[src/rtl/alu_cmd_pkg.sv]
// Shared types for the ALU command path: command word layout, opcodes and
// the front-end handshake FSM states.
package alu_cmd_pkg;

  localparam int CMD_W = 12;

  // op[11:9], addr1[8:6], addr2[5:3], addr3[2:0]
  typedef struct packed {
    logic [2:0] op;
    logic [2:0] addr1;
    logic [2:0] addr2;
    logic [2:0] addr3;
  } alu_cmd_t;

  typedef enum logic [2:0] {
    OP_ADD = 3'b000,
    OP_SUB = 3'b001,
    OP_AND = 3'b011,
    OP_CAS = 3'b111
  } alu_op_e;

  typedef enum logic {
    IDLE = 1'b0,
    PEND = 1'b1
  } cmd_state_e;

endpackage

[src/rtl/cmd_input_stage_btn_debounce.sv]
// Pushbutton conditioner: 2-FF synchroniser, persistence counter and a
// debounced level. press is high for the one cycle in which the debounced
// level is newly 1; releases produce nothing. DEBOUNCE_CYCLES must be >= 2.
module btn_debounce #(
  parameter int DEBOUNCE_CYCLES = 1_000_000
) (
  input  logic clk,
  input  logic rst_n,
  input  logic btn,
  output logic press
);

  localparam int CW = $clog2(DEBOUNCE_CYCLES);
  localparam logic [CW-1:0] LAST = CW'(DEBOUNCE_CYCLES - 1);

  logic [1:0]    sync_pipe;
  logic          btn_s;
  logic          level;
  logic          level_d;
  logic [CW-1:0] cnt;

  assign btn_s = sync_pipe[1];

  // Two-stage synchroniser for the asynchronous button.
  always_ff @(posedge clk or negedge rst_n) begin
    if (!rst_n) sync_pipe <= '0;
    else        sync_pipe <= {sync_pipe[0], btn};
  end

  // Count consecutive mismatch cycles; flip the level after DEBOUNCE_CYCLES.
  always_ff @(posedge clk or negedge rst_n) begin
    if (!rst_n) begin
      cnt   <= '0;
      level <= 1'b0;
    end else if (btn_s == level) begin
      cnt <= '0;
    end else if (cnt == LAST) begin
      cnt   <= '0;
      level <= ~level;
    end else begin
      cnt <= cnt + CW'(1);
    end
  end

  // Delayed level for rising-edge detection.
  always_ff @(posedge clk or negedge rst_n) begin
    if (!rst_n) level_d <= 1'b0;
    else        level_d <= level;
  end

  assign press = level & ~level_d;

endmodule

[src/rtl/cmd_input_stage.sv]
// Front end ahead of the ALU: synchronises the switch command, debounces the
// run button and hands one captured command per press to the ALU over
// valid/ready. Presses arriving while a command is pending are dropped.
module cmd_input_stage
  import alu_cmd_pkg::*;
#(
  parameter int DEBOUNCE_CYCLES = 1_000_000
) (
  input  logic             clk,
  input  logic             rst_n,
  input  logic [CMD_W-1:0] command,
  input  logic             run,
  output logic [CMD_W-1:0] cmd_out,
  output logic             cmd_valid,
  input  logic             cmd_ready,
  output logic             busy,
  output logic             press_dropped
);

  logic [CMD_W-1:0] cmd_m;
  logic [CMD_W-1:0] cmd_s;
  logic             press;
  alu_cmd_t         cmd_q;
  cmd_state_e       state;

  btn_debounce #(
    .DEBOUNCE_CYCLES(DEBOUNCE_CYCLES)
  ) u_run_db (
    .clk   (clk),
    .rst_n (rst_n),
    .btn   (run),
    .press (press)
  );

  // Two-stage synchroniser for the slide switches. The switches are static
  // by the time a press is accepted, so per-bit skew is harmless.
  always_ff @(posedge clk or negedge rst_n) begin
    if (!rst_n) begin
      cmd_m <= '0;
      cmd_s <= '0;
    end else begin
      cmd_m <= command;
      cmd_s <= cmd_m;
    end
  end

  // Capture on press, hold until the ALU takes it; flag presses that arrive
  // while pending, including the one that coincides with the handshake.
  always_ff @(posedge clk or negedge rst_n) begin
    if (!rst_n) begin
      state         <= IDLE;
      cmd_q         <= '0;
      cmd_valid     <= 1'b0;
      press_dropped <= 1'b0;
    end else begin
      press_dropped <= 1'b0;
      case (state)
        IDLE: begin
          if (press) begin
            cmd_q     <= alu_cmd_t'(cmd_s);
            cmd_valid <= 1'b1;
            state     <= PEND;
          end
        end
        PEND: begin
          if (press) press_dropped <= 1'b1;
          if (cmd_ready) begin
            cmd_valid <= 1'b0;
            state     <= IDLE;
          end
        end
        default: begin
          cmd_valid <= 1'b0;
          state     <= IDLE;
        end
      endcase
    end
  end

  assign cmd_out = cmd_q;
  assign busy    = cmd_valid;

endmodule
[config.mk]
export PLATFORM = sky130hd
export DESIGN_NAME = cmd_input_stage
export DESIGN_NICKNAME = d
export VERILOG_FILES = /design/src/rtl/alu_cmd_pkg.sv /design/src/rtl/cmd_input_stage_btn_debounce.sv /design/src/rtl/cmd_input_stage.sv
export SDC_FILE = /design/constraint.sdc
export NUM_CORES = 1
export LEC_CHECK = 0
export ABC_AREA = 1
export CELL_PAD_IN_SITES_DETAIL_PLACEMENT = 0
export CELL_PAD_IN_SITES_GLOBAL_PLACEMENT = 2
export CORE_ASPECT_RATIO = 1.1
export CORE_MARGIN = 1.5
export CORE_UTILIZATION = 25
export CTS_BUF_LIST = sky130_fd_sc_hd__clkbuf_8
export DETAILED_ROUTE_END_ITERATION = 10
export PLACE_DENSITY_LB_ADDON = 0.1
export SLEW_MARGIN = 5
export SYNTH_ARGS = -nofsm -noshare
export SYNTH_HDL_FRONTEND = slang
export SYNTH_SLANG_ARGS = --single-unit
[constraint.sdc]
create_clock -name clk -period 1.4 [get_ports clk]
set_clock_uncertainty 0.15 [all_clocks]
set_input_delay 0.21 -clock clk [delete_from_list [all_inputs] [get_ports clk]]
set_output_delay 0.21 -clock clk [all_outputs]
set_load 0.02 [all_outputs]
# Word level (Yosys, flattened, before mapping)
# Index checks and enable logic that the tools add are counted.
word_totals:
  ff_bits: 63
  wordCells: 35
op_classes:
  addsub: 1
  eq_ne: 4
  muxes: 9
  bitwise_logic: 5
  reduce_logical: 3
op_table:
  columns: ["cell", "count"]
  rows:
  - ["20-bit two-way mux", 2]
  - ["20-bit by 1-bit adder with 20-bit output, second input constant", 1]
  - ["20-bit == test, second input constant", 1]
  - ["2-bit AND reduction", 3]
  - ["1-bit two-way mux", 5]
  - ["2-bit inequality test, second input constant", 2]
  - ["1-bit NOT", 4]
  - ["1-bit one-hot mux with 2 select lines", 2]
  - ["1-bit AND", 1]
  - ["1-bit == test", 1]

# Longest topological paths before layout
depth:
  depth_word: 4
  ltp_mapped: 8

# Modules after synthesis
# Synthesis repeated with hierarchy kept, for this count alone.
unflattened:
  cells_unflattened: 252
  area_unflattened_um2: 2486.1
modules_own_cells:
  columns: ["module", "n_inst", "cells_each", "area_per_inst_um2"]
  rows:
  - ["btn_debounce", 1, 163, 1293.7]
  - ["cmd_input_stage", 1, 89, 1192.4]

# Worst setup path after synthesis
# No wires, ideal clock.
synth_path:
  path_type: "reg-to-reg"
  start: "register u_run_db.cnt[0]"
  end: "register u_run_db.cnt[9]"
  setup_time_ns: 0.118
  arrival_ns: 1.140
  path_slack_ns: -0.009
  stages_incl_launch_ff: 9
  n_path_buf: 0
  period_less_slack_ns: 1.409
  cell_sequence: "dfrtp_1 > ha_1 > nand3_2 > inv_2 > nand2_1 > nor2_2 > nand2_2 > nand2_4 > nor2_1"
synth_via:
  elab_chain_cells: 3
synth_lines:
  columns: ["element", "line_no", "source"]
  rows:
  - ["from (decl)", "cmd_input_stage_btn_debounce.sv:20", "logic [CW-1:0] cnt;"]
  - ["from (signal assigned)", "cmd_input_stage_btn_debounce.sv:41", "cnt <= cnt + CW'(1);"]
  - ["20-bit by 1-bit adder with 20-bit output or 20-bit == test (tied branches)", "cmd_input_stage_btn_debounce.sv:41, cmd_input_stage_btn_debounce.sv:37", null]
  - ["20-bit two-way mux (*)", "cmd_input_stage_btn_debounce.sv:37", "end else if (cnt == LAST) begin"]
  - ["20-bit two-way mux (*)", "cmd_input_stage_btn_debounce.sv:35", "end else if (btn_s == level) begin"]
# Mark *: on every way between the ends. The rest lies on a longest branch, timed or not.
# A chain may end at the register's enable or synchronous reset.

# Final worst setup path
layout_path:
  start: "register u_run_db.cnt[1]"
  end: "register u_run_db.cnt[9]"
# The elaborated chain is that of the path after synthesis.

==> results.toml <==
[global_routing]
antenna_found_initial = 0
grt_pass1_vias = 1765
grt_use_total = 0.114
grt_pass1_wl_um = 9010
grt_overflow = 0
grt_max_degree = 64

[drt]
vias = 1694
drc = 0
drtIter0Drc = 50
avgRoutedWirePerCell_um = 12.5
ant_nets = 0
routed_wl_um = 5190
avgViaCountPerCell = 4.08
first_pass_iters = 4

[die]
die_w_um = 97.4
chipHeight_um = 107
placementRows = 37
start_util = 0.260
io_pins = 31
die_area_sq_um = 10400
coreArea_sq_um = 9440

[clocking]
clk_pin_slew_ns = 0.08
htree_levels = 3
clk_latency_ns = 0.34
clockBufferDepth = 2
cts-root-buf = "clkbuf_8"
cts_buffers = 9
cts.sinks = 63
cts_tree = "yes"

[timing]
fin_crit_ns = 1.47
worst_pin_slew_ns = 0.343
rsz0062_at_grt = "yes"
post-route-period-util = 1.05
max_freq_mhz = 681
setup_viol = 16
setup_ws_ns = -0.0684
drv_slew = 0
relSlewSlack = 0.771
final_hold_viol_count = 0

[setup_path]
cp-start-kind = "register"
r2r_setup_slack_ns = -0.07
critPathMaxFanout = 8
crit_required_ns = 1.48
critPathKind = "register to register"
cp.arrival_ns = 1.55
end_kind = "register"

[finish]
syn_to_final_growth_pct = 41.0
drive_gt1_frac = 0.356
final_area_sq_um = 3460
fin_nets = 310
antennaDiodeCount = 0

[logic_synthesis]
postSynthAreaPerCell_sq_um = 11.2
netlist.area_leader.share = 0.643
syn-num-nets = 236
synth-seq-cells = 63
synth_area_sq_um = 2450
synth_cell_types = 25
yosys_warnings = 0
ys_seq_area_frac = 0.643
post-synth-top-area-cell = "dfrtp_1"
synth_area_leaders = "dfrtp_1 (64%), nor2_1 (6.0%), mux2_2 (5.5%)"
netlist_instances = 219

[placement]
dp_hpwl_um = 3480
placed_cell_area_sq_um = 3130
gp_congestion = 0.712
port_buffers = 30

[power]
ir_worst_vdd_mv = 0.495
power_frac_comb = 0.043
intPower_mw = 3.01
finalPower_mw = 3.87
p_leak_nw = 1.62
p_seq_frac = 0.488
switching_share = 0.222
power_density_nw_per_um2 = 1120
power.switching_uw = 858
clock_power_share = 0.469

[run]
cap_violations = 0

[hold_path]
hold_path.class = "input pin to register"

[outcome]
violations = "setup timing"
status = "finished with violations"
worst paths after layout:
| check | start | end | cells after the start |
|---|---|---|---|
| setup / recovery | u_run_db.cnt[1]$_DFF_PN0_ | u_run_db.cnt[9]$_DFF_PN0_ | 8 |
| setup reg to reg | u_run_db.cnt[1]$_DFF_PN0_ | u_run_db.cnt[9]$_DFF_PN0_ | 8 |
| max in group asynchronous | rst_n | press_dropped$_DFF_PN0_ | 3 |
| hold reg to reg | cmd_m[10]$_DFF_PN0_ | cmd_s[10]$_DFF_PN0_ | 0 |
| min in group asynchronous | rst_n | cmd_s[7]$_DFF_PN0_ | 3 |
| hold / removal | command[4] | cmd_m[4]$_DFF_PN0_ | 1 |
flip-flops by register name, indices dropped and copies added, names as in the netlist:
register	flops
busy	1
cmd_m	12
cmd_out	12
cmd_s	12
press_dropped	1
state	1
u_run_db.cnt	20
u_run_db.level	1
u_run_db.level_d	1
u_run_db.sync_pipe	2
through the flow:
stage	TNS (ns)	util	worst slack, ns	hold slack (ns)	std cells
global placement	-1.37	0.332	-0.176	0.100	394
floorplan	-0.00731	-	-0.00254	-0.236	219
detailed placement	-2.17	0.332	-0.169	0.106	394
finish	-0.721	0.366	-0.0684	0.152	415
global route	-3.00	0.366	-0.192	0.122	415
CTS	-1.10	0.364	-0.0903	0.126	411
area by class of cell:
class	count	area, sq um
fillers	978	5990
flip-flops and latches	63	1580
multi-input cells	133	862
repair buffers	65	563
well taps	117	146
clock buffers	10	138
clock inverters	6	92.6
inverters	21	78.8
Yosys cell counts:
| cell type | instances |
|---|---|
| dfrtp_1 | 63 |
| nor2_1 | 39 |
| nand2_1 | 25 |
| inv_1 | 19 |
| nand3_1 | 16 |
| mux2_2 | 12 |
| a21oi_1 | 6 |
| xor2_1 | 6 |
| nor2_4 | 4 |
| xnor2_1 | 4 |
| nand2_2 | 3 |
| nand4_1 | 3 |
| buf_4 | 2 |
| inv_2 | 2 |
| nand2_4 | 2 |
| nand3_2 | 2 |
| nor3_1 | 2 |
| o21ai_0 | 2 |
| a21oi_2 | 1 |
| ha_1 | 1 |
| nand3b_1 | 1 |
| nor2_2 | 1 |
| o21ai_1 | 1 |
| o21bai_1 | 1 |
| xor2_2 | 1 |
worst max-delay path: stages, from the launching register on:
cell,delay (ns)
dfrtp_1,0.35
ha_2,0.19
nand3_2,0.09
inv_2,0.09
nand2_2,0.07
nor2_4,0.11
nand2_4,0.12
nand2_8,0.13
nor2_2,0.05
power groups by stage:
stage	registers, mW	logic [mW]	clock network, mW
floorplan	1.92	0.0410	0
global placement	1.92	0.151	0
detailed placement	1.92	0.152	0
CTS	1.89	0.157	1.90
global route	1.89	0.184	1.98
finish	1.89	0.166	1.81
metal layers:
layer	up-vias	global-route usage	wire, um
met2	39	0.166	2320
met5	-	0	0
li1	846	-	-
met1	798	0.149	2530
met4	0	0.0653	119
met3	11	0.0359	221
cell families (layout without fill, tap and decap cells):
family,count (synthesis),in the layout,synth area share
buffers and inverters,23,102,0.0383
muxes,12,12,0.0551
xor gates and xnor gates,11,11,0.0423
DFF,63,63,0.643
and+or+nand+nor,98,98,0.191
adders and majority gates,1,1,0.00510
AOI/OAI and AO/OA,11,11,0.0250
cell usage in the layout (no fill, tap or decap), types with 4 or more instances in the layout:
cell | Yosys | layout
nand2_2 | 3 | 4
a21oi_1 | 6 | 6
nand2_1 | 25 | 23
nand3_1 | 16 | 13
inv_1 | 19 | 19
nor2_4 | 4 | 6
clkdlybuf4s15_2 | 0 | 4
mux2_2 | 12 | 12
clkbuf_8 | 0 | 10
dfrtp_1 | 63 | 63
xnor2_1 | 4 | 4
nor2_2 | 1 | 8
nor2_1 | 39 | 30
xor2_1 | 6 | 6
nand3_2 | 2 | 5
clkbuf_2 | 0 | 6
buf_4 | 2 | 31
clkdlybuf4s50_1 | 0 | 14
what timing repair did:
item / in CTS / in global routing
setup buffers: 0 / 4
endpoints found under the setup margin: 36 / 33
hold endpoints to repair: 63 / 0
gates resized for setup: 46 / 18
hold buffers: 1 / 0
pin swaps: 2 / 2
Note: power is estimated with default switching activity, not from simulation.
